$ cat config.mk
export PLATFORM = sky130hd
export DESIGN_NAME = missile_bren_arbiter
export DESIGN_NICKNAME = d
export VERILOG_FILES = /design/src/rtl/missile_bren_arbiter.sv
export SDC_FILE = /design/constraint.sdc
export NUM_CORES = 1
export LEC_CHECK = 0
export ABC_AREA = 1
export CAP_MARGIN = 20
export CORE_MARGIN = 3
export CORE_UTILIZATION = 39
export DETAILED_ROUTE_END_ITERATION = 10
export PLACE_DENSITY = 0.77
export SYNTH_ARGS = -nofsm -noshare
export SYNTH_HDL_FRONTEND = slang
export SYNTH_SLANG_ARGS = --single-unit
$ cat constraint.sdc
create_clock -name clk -period 1.8 [get_ports clk]
set_clock_uncertainty 0.15 [all_clocks]
set_input_delay 0.36 -clock clk [delete_from_list [all_inputs] [get_ports clk]]
set_output_delay 0.36 -clock clk [all_outputs]
set_load 0.03 [all_outputs]
$ cat src/rtl/missile_bren_arbiter.sv
`default_nettype none
// ============================================================================
// Module   : missile_bren_arbiter
// Purpose  : Round-robin arbiter/sequencer sharing one Bresenham line engine
//            between three missile controllers. Grants one requester, loads
//            its endpoints, pulses the engine start, routes the point stream
//            back and closes on engine done, requester abort or timeout.
// Revision : 1.0 - initial release
// ============================================================================
module missile_bren_arbiter #(
  parameter int OUT_WIDTH = 8,
  parameter int TIMEOUT   = 4095
) (
  input  logic                   clk,
  input  logic                   rst_n,
  input  logic [2:0]             req,
  input  logic [3*OUT_WIDTH-1:0] xstart_bus,
  input  logic [3*OUT_WIDTH-1:0] ystart_bus,
  input  logic [3*OUT_WIDTH-1:0] xend_bus,
  input  logic [3*OUT_WIDTH-1:0] yend_bus,
  output logic [2:0]             gnt,
  output logic [2:0]             done,
  output logic                   timeout,
  output logic                   bren_start,
  output logic                   bren_abort,
  output logic [OUT_WIDTH-1:0]   x0,
  output logic [OUT_WIDTH-1:0]   y0,
  output logic [OUT_WIDTH-1:0]   x1,
  output logic [OUT_WIDTH-1:0]   y1,
  input  logic                   bren_point_valid,
  input  logic [OUT_WIDTH-1:0]   bren_x,
  input  logic [OUT_WIDTH-1:0]   bren_y,
  input  logic                   bren_done,
  output logic [2:0]             pos_valid,
  output logic [OUT_WIDTH-1:0]   xpos,
  output logic [OUT_WIDTH-1:0]   ypos
);

  localparam logic [15:0] C_TIMEOUT = 16'(TIMEOUT);
  localparam logic [15:0] C_CNT_MAX = 16'hFFFF;

  // Three-bit encoding leaves spare codes; any of them recovers to IDLE.
  typedef enum logic [2:0] {
    S_IDLE  = 3'd0,
    S_START = 3'd1,
    S_RUN   = 3'd2,
    S_DONE  = 3'd3
  } state_t;

  state_t                r_state;
  logic [1:0]            r_ptr;
  logic [1:0]            r_idx;
  logic [15:0]           r_cnt;

  state_t                w_state_nx;
  logic [1:0]            w_ptr_nx;
  logic [1:0]            w_idx_nx;
  logic [15:0]           w_cnt_nx;
  logic [2:0]            w_gnt_nx;
  logic [2:0]            w_done_nx;
  logic                  w_timeout_nx;
  logic                  w_start_nx;
  logic                  w_abort_nx;
  logic [OUT_WIDTH-1:0]  w_x0_nx;
  logic [OUT_WIDTH-1:0]  w_y0_nx;
  logic [OUT_WIDTH-1:0]  w_x1_nx;
  logic [OUT_WIDTH-1:0]  w_y1_nx;

  logic [1:0]            w_cand0;
  logic [1:0]            w_cand1;
  logic [1:0]            w_cand2;
  logic                  w_win_found;
  logic [1:0]            w_win_idx;

  // Safe single-bit select of a 3-bit vector with a 2-bit index.
  function automatic logic bit_at(input logic [2:0] vec, input logic [1:0] i);
    case (i)
      2'd0:    bit_at = vec[0];
      2'd1:    bit_at = vec[1];
      2'd2:    bit_at = vec[2];
      default: bit_at = 1'b0;
    endcase
  endfunction

  // Requester-slice select from a packed three-slot coordinate bus.
  function automatic logic [OUT_WIDTH-1:0] slice_at(input logic [3*OUT_WIDTH-1:0] bus,
                                                    input logic [1:0]             i);
    case (i)
      2'd0:    slice_at = bus[0*OUT_WIDTH +: OUT_WIDTH];
      2'd1:    slice_at = bus[1*OUT_WIDTH +: OUT_WIDTH];
      2'd2:    slice_at = bus[2*OUT_WIDTH +: OUT_WIDTH];
      default: slice_at = '0;
    endcase
  endfunction

  function automatic logic [2:0] onehot(input logic [1:0] i);
    case (i)
      2'd0:    onehot = 3'b001;
      2'd1:    onehot = 3'b010;
      2'd2:    onehot = 3'b100;
      default: onehot = 3'b000;
    endcase
  endfunction

  function automatic logic [1:0] inc_mod3(input logic [1:0] i);
    inc_mod3 = (i >= 2'd2) ? 2'd0 : i + 2'd1;
  endfunction

  // Round-robin winner: first set request scanning ptr, ptr+1, ptr+2 (mod 3).
  always_comb begin
    w_cand0     = r_ptr;
    w_cand1     = inc_mod3(r_ptr);
    w_cand2     = inc_mod3(w_cand1);
    w_win_found = 1'b1;
    w_win_idx   = 2'd0;
    if (bit_at(req, w_cand0)) begin
      w_win_idx = w_cand0;
    end else if (bit_at(req, w_cand1)) begin
      w_win_idx = w_cand1;
    end else if (bit_at(req, w_cand2)) begin
      w_win_idx = w_cand2;
    end else begin
      w_win_found = 1'b0;
    end
  end

  // Next-state and next-output logic; pulses default low, levels hold.
  always_comb begin
    w_state_nx   = r_state;
    w_ptr_nx     = r_ptr;
    w_idx_nx     = r_idx;
    w_cnt_nx     = r_cnt;
    w_gnt_nx     = gnt;
    w_done_nx    = 3'b000;
    w_timeout_nx = 1'b0;
    w_start_nx   = 1'b0;
    w_abort_nx   = 1'b0;
    w_x0_nx      = x0;
    w_y0_nx      = y0;
    w_x1_nx      = x1;
    w_y1_nx      = y1;

    case (r_state)
      S_IDLE: begin
        if (w_win_found) begin
          w_idx_nx   = w_win_idx;
          w_gnt_nx   = onehot(w_win_idx);
          w_x0_nx    = slice_at(xstart_bus, w_win_idx);
          w_y0_nx    = slice_at(ystart_bus, w_win_idx);
          w_x1_nx    = slice_at(xend_bus,   w_win_idx);
          w_y1_nx    = slice_at(yend_bus,   w_win_idx);
          w_start_nx = 1'b1;
          w_cnt_nx   = 16'd0;
          w_state_nx = S_START;
        end
      end

      S_START: begin
        w_state_nx = S_RUN;
      end

      S_RUN: begin
        if (r_cnt != C_CNT_MAX) begin
          w_cnt_nx = r_cnt + 16'd1;
        end
        // Engine completion wins over a same-cycle abort, abort over timeout.
        if (bren_done) begin
          w_done_nx  = onehot(r_idx);
          w_gnt_nx   = 3'b000;
          w_state_nx = S_DONE;
        end else if (!bit_at(req, r_idx)) begin
          w_abort_nx = 1'b1;
          w_gnt_nx   = 3'b000;
          w_state_nx = S_DONE;
        end else if (r_cnt == C_TIMEOUT) begin
          w_abort_nx   = 1'b1;
          w_timeout_nx = 1'b1;
          w_gnt_nx     = 3'b000;
          w_state_nx   = S_DONE;
        end
      end

      S_DONE: begin
        w_gnt_nx   = 3'b000;
        w_ptr_nx   = inc_mod3(r_idx);
        w_state_nx = S_IDLE;
      end

      default: begin
        w_gnt_nx   = 3'b000;
        w_state_nx = S_IDLE;
      end
    endcase
  end

  // State, bookkeeping and control outputs register.
  always_ff @(posedge clk or negedge rst_n) begin
    if (!rst_n) begin
      r_state    <= S_IDLE;
      r_ptr      <= 2'd0;
      r_idx      <= 2'd0;
      r_cnt      <= 16'd0;
      gnt        <= 3'b000;
      done       <= 3'b000;
      timeout    <= 1'b0;
      bren_start <= 1'b0;
      bren_abort <= 1'b0;
      x0         <= '0;
      y0         <= '0;
      x1         <= '0;
      y1         <= '0;
    end else begin
      r_state    <= w_state_nx;
      r_ptr      <= w_ptr_nx;
      r_idx      <= w_idx_nx;
      r_cnt      <= w_cnt_nx;
      gnt        <= w_gnt_nx;
      done       <= w_done_nx;
      timeout    <= w_timeout_nx;
      bren_start <= w_start_nx;
      bren_abort <= w_abort_nx;
      x0         <= w_x0_nx;
      y0         <= w_y0_nx;
      x1         <= w_x1_nx;
      y1         <= w_y1_nx;
    end
  end

  // Point stream copy; strobes only reach the currently granted requester.
  always_ff @(posedge clk or negedge rst_n) begin
    if (!rst_n) begin
      pos_valid <= 3'b000;
      xpos      <= '0;
      ypos      <= '0;
    end else begin
      pos_valid <= gnt & {3{bren_point_valid}};
      xpos      <= bren_x;
      ypos      <= bren_y;
    end
  end

endmodule
`default_nettype wire

======== Yosys cells after proc, flatten, opt, wreduce, memory -nomap -nowiden ========
Index checks and enable logic that the tools add are counted.
word-level totals
  output and inout port bits .............. 60
  flip-flop bits (word level) ............. 83
  bits of input ports ..................... 119
  logic and storage cells ................. 102
operators by class
  multiplexer cells ....................... 48
  eq/ne operators ......................... 18
  add/sub/neg operators ................... 4
  order comparisons ....................... 3
  reduce and logical (&&, ||, !) cells .... 11
  bitwise logic cells ..................... 2
operators by type and width
  operator                                                   count
  case mux 8 bit (3 select lines)                            4
  case mux 3 bit (3 select lines)                            4
  2-to-1 mux 16 bit                                          2
  case mux 16 bit (2 select lines)                           1
  2-to-1 mux 3 bit                                           10
  2-to-1 mux 1 bit                                           17
  adder 16 x 1 -> 16 bit (second input constant)             1
  equality test 16 x 12 -> 1 bit (second input constant)     1
  != test 16 bit (second input constant)                     1
  2-to-1 mux 2 bit                                           6
  case mux 1 bit (3 select lines)                            4
  equality test 2 x 1 -> 1 bit (second input constant)       5
  equality test 2 bit (second input constant)                5
  logical NOT 2 bit                                          5
  adder 2 x 1 -> 2 bit (second input constant)               3
  equality test 3 x 2 -> 1 bit (second input constant)       2
  greater-or-equal comparator 2 bit (second input constant)  3
  AND reduction 3 bit                                        2
  != test 2 bit (second input constant)                      2
  != test 4 bit (second input constant)                      1
  AND reduction 2 bit                                        2
  AND 3 bit                                                  1
  equality test 3 x 1 -> 1 bit (second input constant)       1
  logical NOT 3 bit                                          1
  2 further kinds                                            2

======== Logic depth before layout (Yosys ltp) ========
Gate-level depths: netlist of run 1.
  word-level depth ........................ 15
  mapped depth ............................ 13
  mapped depth without buffers ............ 12

======== Least setup slack after synthesis of run 1 ========
Ideal clock, no wire load.
  path type ............................... reg-to-reg
  start point ............................. register r_state[0]
  end point ............................... register gnt[0]
  arrival time ............................ 1.538 ns
  data required time ...................... 1.572 ns
  path slack .............................. 0.034 ns
  cell stages (with the launch flop) ...... 10
  path buffers ............................ 1
  period minus slack after synthesis ...... 1.766 ns
  setup time .............................. 0.078 ns
  cell sequence ........................... dfrtp_1 -> inv_1 -> ha_1 -> clkbuf_1 -> inv_1 -> nor3_1 -> nand2_1 -> nand3b_1 -> nand2_1 -> o21ai_1
between the ends
  longest elaborated chain between the ends .. 3
  elaborated cells on any way between the ends .. 8
  those cells by class .................... eq/ne (4); mux (1); bitwise (1); reduce/logical (2)
RTL lines
  item                                                  RTL line  source
  start, declared                                       50        state_t r_state;
  start signal, assigned                                213       r_state <= w_state_nx;
  equality test 3 x 2 -> 1 bit (tied with other cells)  143       case (r_state)
  != test 4 bit (no line) (tied with other cells)       n/a
  AND reduction 3 bit (no line)                         n/a
  end signal, assigned                                  217       gnt <= w_gnt_nx;
  end, declared                                         21        output logic [2:0] gnt,
Parallel ways exist; a longest one is shown, timed or not.
A chain may end at the register's enable or synchronous reset.

======== Final worst setup path of run 1 ========
  start point ............................. register r_cnt[1]
  end point ............................... register r_cnt[1]
between the ends
  longest elaborated chain between the ends .. 3
  elaborated cells on any way between the ends .. 6
  those cells by class .................... add/sub (1); eq/ne (2); mux (2); reduce/logical (1)
RTL lines
  item                                                                     RTL line  source
  start, declared                                                          53        logic [15:0] r_cnt;
  start signal, assigned                                                   216       r_cnt <= w_cnt_nx;
  adder 16 x 1 -> 16 bit or != test 16 bit (tied branches)                 164, 163
  2-to-1 mux 16 bit or != test 2 bit (tied branches)                       n/a
  case mux 16 bit (2 select lines) or AND reduction 3 bit (tied branches)  n/a
Parallel ways exist; a longest one is shown, timed or not. The select of a mux whose other input is x is not followed.

==> flow_summary_export.csv, run 1 <==
group,metric,value,unit
placement,place.port_buffers,178,
detailed_routing,first_pass_iters,4,
cts,cts_buffers,9,
setup_path,cp-end-kind,"flip-flop",
global_routing,grt.overflow.total,0,
cts,clockRootBuffer,"clkbuf_8",
global_routing,grt_max_degree,32,
sta,min_period_over_period,105.3,%
cts,cts_tree,"done",
setup_path,crit_slowest_cell,"dfrtp_1",
detailed_routing,drc,0,
synthesis,synth-compound-area-share,3.570,%
layout,seq_area,2054,um2
synthesis,ys_ff_latch,82,
synthesis,yosys_warnings,0,
setup_path,r2r_end,"r_cnt[1]",
sta,min_period,1.896,ns
global_routing,antenna_found_initial,0,
sta,timing.fmax,527.5,MHz
layout,multi_input_area,2127,um2
layout,fillers,865,
detailed_routing,vias,4518,
global_routing,grt_pass1_wl,19920,um
synthesis,synth_fa_ha_area_share,1.475,%
detailed_routing,drtIter0Drc,257,
synthesis,synth-simple-area-share,36.53,%
setup_path,path_class,"flip-flop to flip-flop",
setup_path,r2r_setup_slack,-0.1,ns
floorplan,num_rows,37,
synthesis,synth_cell_type_count,29,
cts,cts_num_sinks,82,
setup_path,crit_chain,"ha_2, nand2_2, nor2_4, buf_4, nand3_1, nor2_1, nor2_1, nand2_4, clkbuf_16, nand2_1, o21ai_1",
setup_path,crit_path_frequent_cell,"nor2_1",
setup_path,worst_setup_path_start_kind,"flip-flop",
min_path,holdPathStages,1,
sta,finalWorstSetupSlack,-0.09571,ns
synthesis,synth_top_family_by_area,"simple AND/OR/NAND/NOR gates",
floorplan,die_area,12160,um2
setup_path,critPathTopFamily,"simple AND/OR/NAND/NOR gates",
setup_path,critPathMaxStageDelay,0.39,ns
run,max_cap_viol_count,0,
status,outcome,"finished with violations",
cts,cts.path.max_buffers,2,
synthesis,syn_area_per_cell,7.236,um2
global_routing,grt_pass1_vias,4224,
sta,tns,-2.955,ns
floorplan,core,10460,um2
placement,gp_congestion,0.8999,
min_path,hold_path.class,"primary input to flip-flop",
layout,diodes,0,
pwr,ir_worst_vdd,0.7776,mV
synthesis,postSynthCellCount,586,
synthesis,syn_area,4240,um2
cts,cts_max_level,3,
detailed_routing,viasPerCell,4.746,
placement,post-place-ws,-0.4142,ns
pwr,power.internal,5599,uW
global_routing,grt_usage,20.90,%
pwr,pwr-share-clk,12.0,%
synthesis,synthXorXnorAreaFrac,2.066,%
setup_path,crit_arrival,1.99,ns
setup_path,crit_cells,11,
min_path,holdPathEnd,"xpos[2]",
sta,relSlewSlack,74.23,%
sta,rsz0062_at_grt,"true",
layout,nets,935,
synthesis,muxShareOfSynthArea,0,%
floorplan,die_y,110.3,um
pwr,pwr_density_cell,1495,nW/um2
layout,drive_above_1_share,19.00,%
sta,hold_violations,0,
synthesis,yosysSeqAreaShare,48.39,%
cts,clk_latency,0.36,ns
floorplan,start_util,40.53,%
setup_path,required,1.90,ns
setup_path,rr_startpoint,"r_cnt[1]",
setup_path,crit_fanout,8,
detailed_routing,wirelength,13810,um
min_path,min_from,"bren_x[2]",
sta,final-max-slew-violation-count,0,
layout,area_growth,66.77,%
setup_path,path_buf_inv,2,
cts,clk_pin_slew_worst_paths,0.08,ns
pwr,switching_share,47.05,%
pwr,power_frac_seq,25.2,%
placement,dp_hpwl,9873,um
sta,tightest_slew,0.3865,ns
pwr,power_frac_comb,62.7,%
sta,setup_violations,50,
detailed_routing,routedWlPerCell,14.51,um
status,violations,"negative setup slack",
synthesis,synth_nets,710,
pwr,power_switching,4976,uW
floorplan,die_w,110.3,um
pwr,leakagePower,0.003658,uW
detailed_routing,ant_nets,0,
setup_path,r2r_cells,11,
floorplan,pin_count,179,
-- worst register-to-register path, delay by kind of cell, from the launching register on --
family                     cells  cell delay (ns)
adders and majority gates      1             0.20
buffers and inverters          2             0.32
DFF                            1             0.39
and+or+nand+nor                7             0.66
AOI/OAI and AO/OA              1             0.06
-- cell families (layout without fill, tap and decap cells) --
logic type	count (synthesis)	count (layout)
and+or+nand+nor	387	387
AOI/OAI and AO/OA	26	26
adders and majority gates	5	5
DFF	82	82
xor gates and xnor gates	10	10
buffers and inverters	76	306
-- worst max-delay path by stage --
| stage | start | to | slack, ns |
|---|---|---|---|
| detailed placement | req[2] | x1[4] | -0.41 |
| global route | r_cnt[0] | gnt[0] | -0.20 |
| global placement | req[2] | x1[3] | -0.34 |
| finish | r_cnt[1] | r_cnt[1] | -0.1 |
| floorplan | r_state[0] | gnt[0] | 0.03 |
| CTS | r_cnt[1] | gnt[0] | -0.06 |
-- synth_stat cells (all sizes together) --
cell / instances / area share, %
dfrtp: 82 / 48
ha: 5 / 1.5
xor2: 9 / 1.9
nor3: 8 / 1.2
clkbuf: 5 / 0.44
nand4: 2 / 0.30
o21ai: 20 / 2.7
nand2: 322 / 29
a21oi: 4 / 0.47
nor4: 1 / 0.15
nand3b: 2 / 0.35
a211oi: 1 / 0.18
buf: 14 / 2.5
nand3: 23 / 3.0
xnor2: 1 / 0.21
inv: 57 / 5.0
o2111ai: 1 / 0.21
nor2: 29 / 2.8
-- final cells by class --
cell class              instances  share of cell area, %
well taps                     136                  2.406
inverters                      57                  3.202
clock inverters                 3                 0.3362
repair buffers                233                  32.68
multi-input cells             428                  30.08
flip-flops and latches         82                  29.05
clock buffers                  13                  2.247
-- registers in the layout, indices dropped and copies added, names as in the netlist --
name	flops
r_cnt	16
x0	8
x1	8
xpos	8
y0	8
y1	8
ypos	8
done	3
gnt	3
pos_valid	3
r_idx	2
r_ptr	2
r_state	2
bren_abort	1
bren_start	1
timeout	1
-- routing by layer --
| layer | global-route usage [%] | part of all wire, % | wire length (um) |
|---|---|---|---|
| met5 | 0 | 0 | 0 |
| met4 | 5.013 | 2.0 | 272 |
| met3 | 6.581 | 9.2 | 1268 |
| met2 | 35.92 | 49 | 6770 |
| met1 | 25.65 | 40 | 5499 |
-- power by group through the flow --
stage               clock [uW]  sequential [uW]  combinational [uW]
floorplan                    0             3500                2610
global placement             0             2680                5540
detailed placement           0             2690                5680
CTS                       1290             2650                5480
global route              1380             2720                7240
finish                    1270             2670                6630
-- repair_timing --
action,4_1_cts,5_1_grt
endpoints found under the setup margin,79,57
gates cloned,0,4
endpoints found under the hold margin,25,0
pin swaps,6,66
hold buffers,1,0
setup buffers,2,3
resized for setup,72,101
-- placed cells by master, fill, tap and decap left out, drive strengths merged, types with 4 or more instances in the layout --
| master | netlist | layout |
|---|---|---|
| nand2 | 322 | 322 |
| clkdlybuf4s50 | 0 | 114 |
| dfrtp | 82 | 82 |
| dlygate4sd2 | 0 | 62 |
| inv | 57 | 57 |
| buf | 14 | 52 |
| nor2 | 29 | 29 |
| nand3 | 23 | 23 |
| o21ai | 20 | 20 |
| clkbuf | 5 | 16 |
| xor2 | 9 | 9 |
| nor3 | 8 | 8 |
| ha | 5 | 5 |
| a21oi | 4 | 4 |
-- per-stage QoR --
stage | std cells | util (%) | area, um2 | hold slack (ns) | power (uW)
floorplan | 586 | - | 4240 | -0.08559 | 6104
global placement | 926 | 61.92 | 6479 | 0.1506 | 8217
detailed placement | 926 | 61.92 | 6479 | 0.1582 | 8372
CTS | 945 | 63.45 | 6639 | 0.2648 | 9417
global route | 952 | 67.59 | 7072 | 0.2592 | 11340
finish | 952 | 67.59 | 7072 | 0.2844 | 10580
(Power assumes the default switching activity.)
==> run 2: changes to the inputs <==
- SKIP_LAST_GASP: default -> 1
- clock period: 1.8 -> 1.5 ns (I/O delays scaled with it)
==> run 2 against run 1 <==
Against the previous run: the run still ends with negative setup slack left; sequential cell count unchanged; setup slack got worse by 0.38 ns; critical path depth increased by 2; hold slack got worse by 0.051 ns; wire length increased by 22%; clock-buffer cell count decreased by 4; cell count increased by 3.3%; combinational power increased by 48%; critical path type unchanged; largest cell class unchanged; largest power group unchanged.
==> flow_summary_export.csv, run 2 (synthesis results as in run 1) <==
group,metric,value,unit
cts,clk_pin_slew_worst_paths,0.09,ns
setup_path,critPathMaxStageDelay,0.49,ns
sta,relSlewSlack,73.50,%
setup_path,worst_setup_path_start_kind,"flip-flop",
setup_path,required,1.64,ns
placement,place.port_buffers,178,
sta,final-max-slew-violation-count,0,
setup_path,crit_slowest_cell,"dfrtp_2",
layout,layout_common_cells,"nand2_1, clkdlybuf4s50_1, dfrtp_1",
pwr,leakagePower,0.003935,uW
global_routing,grt_usage,24.22,%
setup_path,crit_chain,"nand2_1, nand2_1, o21ai_2, nand2_2, nand2_4, buf_6, buf_16, nand2_2, nand2_1, inv_1, nand2_1, nand2_1, nand2_1",
detailed_routing,ant_nets,0,
sta,tns,-22.09,ns
detailed_routing,first_pass_iters,5,
sta,tightest_slew,0.3975,ns
layout,multi_input_area,2318,um2
placement,post-place-ws,-0.7309,ns
run,max_cap_viol_count,0,
sta,finalWorstSetupSlack,-0.4720,ns
sta,timing.fmax,507.1,MHz
cts,cts_tree,"done",
cts,cts_max_level,3,
status,violations,"negative setup slack",
cts,clk_latency,0.35,ns
placement,gp_congestion,0.8550,
sta,min_period_over_period,131.5,%
detailed_routing,viasPerCell,5.037,
sta,setup_violations,58,
setup_path,cp-end-kind,"flip-flop",
layout,utilization,74.20,%
global_routing,grt.overflow.total,0,
setup_path,crit_arrival,2.12,ns
setup_path,crit_fanout,8,
layout,drive_above_1_share,33.81,%
layout,final_common_cell,"nand2_1",
sta,min_period,1.972,ns
detailed_routing,vias,4951,
global_routing,grt_pass1_vias,4635,
cts,clockRootBuffer,"clkbuf_8",
floorplan,core,10460,um2
sta,hold_violations,0,
layout,nets,967,
global_routing,grt_pass1_wl,22770,um
detailed_routing,wirelength,16850,um
detailed_routing,drc,0,
pwr,power.total,15090,uW
status,outcome,"finished with violations",
pwr,pwr_density_cell,1943,nW/um2
setup_path,crit_path_frequent_cell,"nand2_1",
layout,largest_register,"r_cnt",
floorplan,die_w,110.3,um
layout,seq_area,2054,um2
floorplan,start_util,40.53,%
floorplan,die_area,12160,um2
cts,cts_buffers,9,
setup_path,path_class,"flip-flop to flip-flop",
global_routing,grt_max_degree,33,
sta,rsz0062_at_grt,"true",
global_routing,antenna_found_initial,1,
layout,fillers,689,
min_path,hold_path.class,"primary input to flip-flop",
placement,dp_hpwl,9807,um
layout,area_growth,83.09,%
cts,cts_num_sinks,82,
floorplan,num_rows,37,
detailed_routing,routedWlPerCell,17.14,um
layout,largest_register_ffs,16,
floorplan,pin_count,179,
pwr,ir_worst_vdd,1.177,mV
floorplan,die_y,110.3,um
cts,cts.path.max_buffers,2,
detailed_routing,drtIter0Drc,356,
run 2: metrics by stage:
stage               hold slack (ns)  instance area (um2)  std cells
floorplan                   -0.1456                 4278        586
global placement            0.09735                 6719        943
detailed placement           0.1004                 6719        943
CTS                          0.2202                 7490        977
global route                 0.2191                 7764        983
finish                       0.2331                 7764        983
run 2: metal layers:
layer / global-route usage (%) / up-vias / wire length (um)
met5: 0 / - / 0
met4: 8.179 / 0 / 662
met3: 5.999 / 54 / 1592
met2: 44.50 / 254 / 8513
met1: 27.26 / 2353 / 6082
li1: - / 2290 / -
run 2: final timing paths:
| kind | slack (ns) | endpoint | cells past startpoint | start |
|---|---|---|---|---|
| max in group asynchronous | 0.40 | y1[4] | 3 | rst_n |
| worst min-delay path | 0.23 | xpos[4] | 1 | bren_x[4] |
| worst min register to register | 0.33 | y1[5] | 2 | y1[5] |
| worst max register to register | -0.47 | y0[7] | 13 | r_ptr[1] |
| min in group asynchronous | 0.28 | y0[4] | 2 | rst_n |
| worst max-delay path | -0.47 | y0[7] | 13 | r_ptr[1] |
run 2: worst max-delay path, delay by kind of cell, from the launching register on:
family / cells / cell delay [ns]
simple gates: 9 / 0.75
flops: 1 / 0.49
buf+inv: 3 / 0.34
compound gates: 1 / 0.17
run 2: power breakdown:
| group | internal, uW | switching (uW) | total, uW |
|---|---|---|---|
| clock | 1090 | 836 | 1930 |
| sequential | 2840 | 524 | 3360 |
| combinational | 4090 | 5700 | 9800 |
run 2: area by class of cell:
type	instances	area share [%]
diodes	1	0.03223
clock inverters	5	1.338
clock buffers	9	1.595
well taps	136	2.192
flip-flops and latches	82	26.46
repair inverters	3	0.4996
repair buffers	262	34.79
multi-input cells	428	29.86
inverters	57	3.223
run 2: timing repair:
action / in CTS / in global routing
setup buffers: 13 / 5
gates cloned: 6 / 2
resized for setup: 168 / 132
endpoints found under the hold margin: 24 / 0
pin swaps: 11 / 35
setup endpoints to repair: 89 / 72
hold buffers: 1 / 0
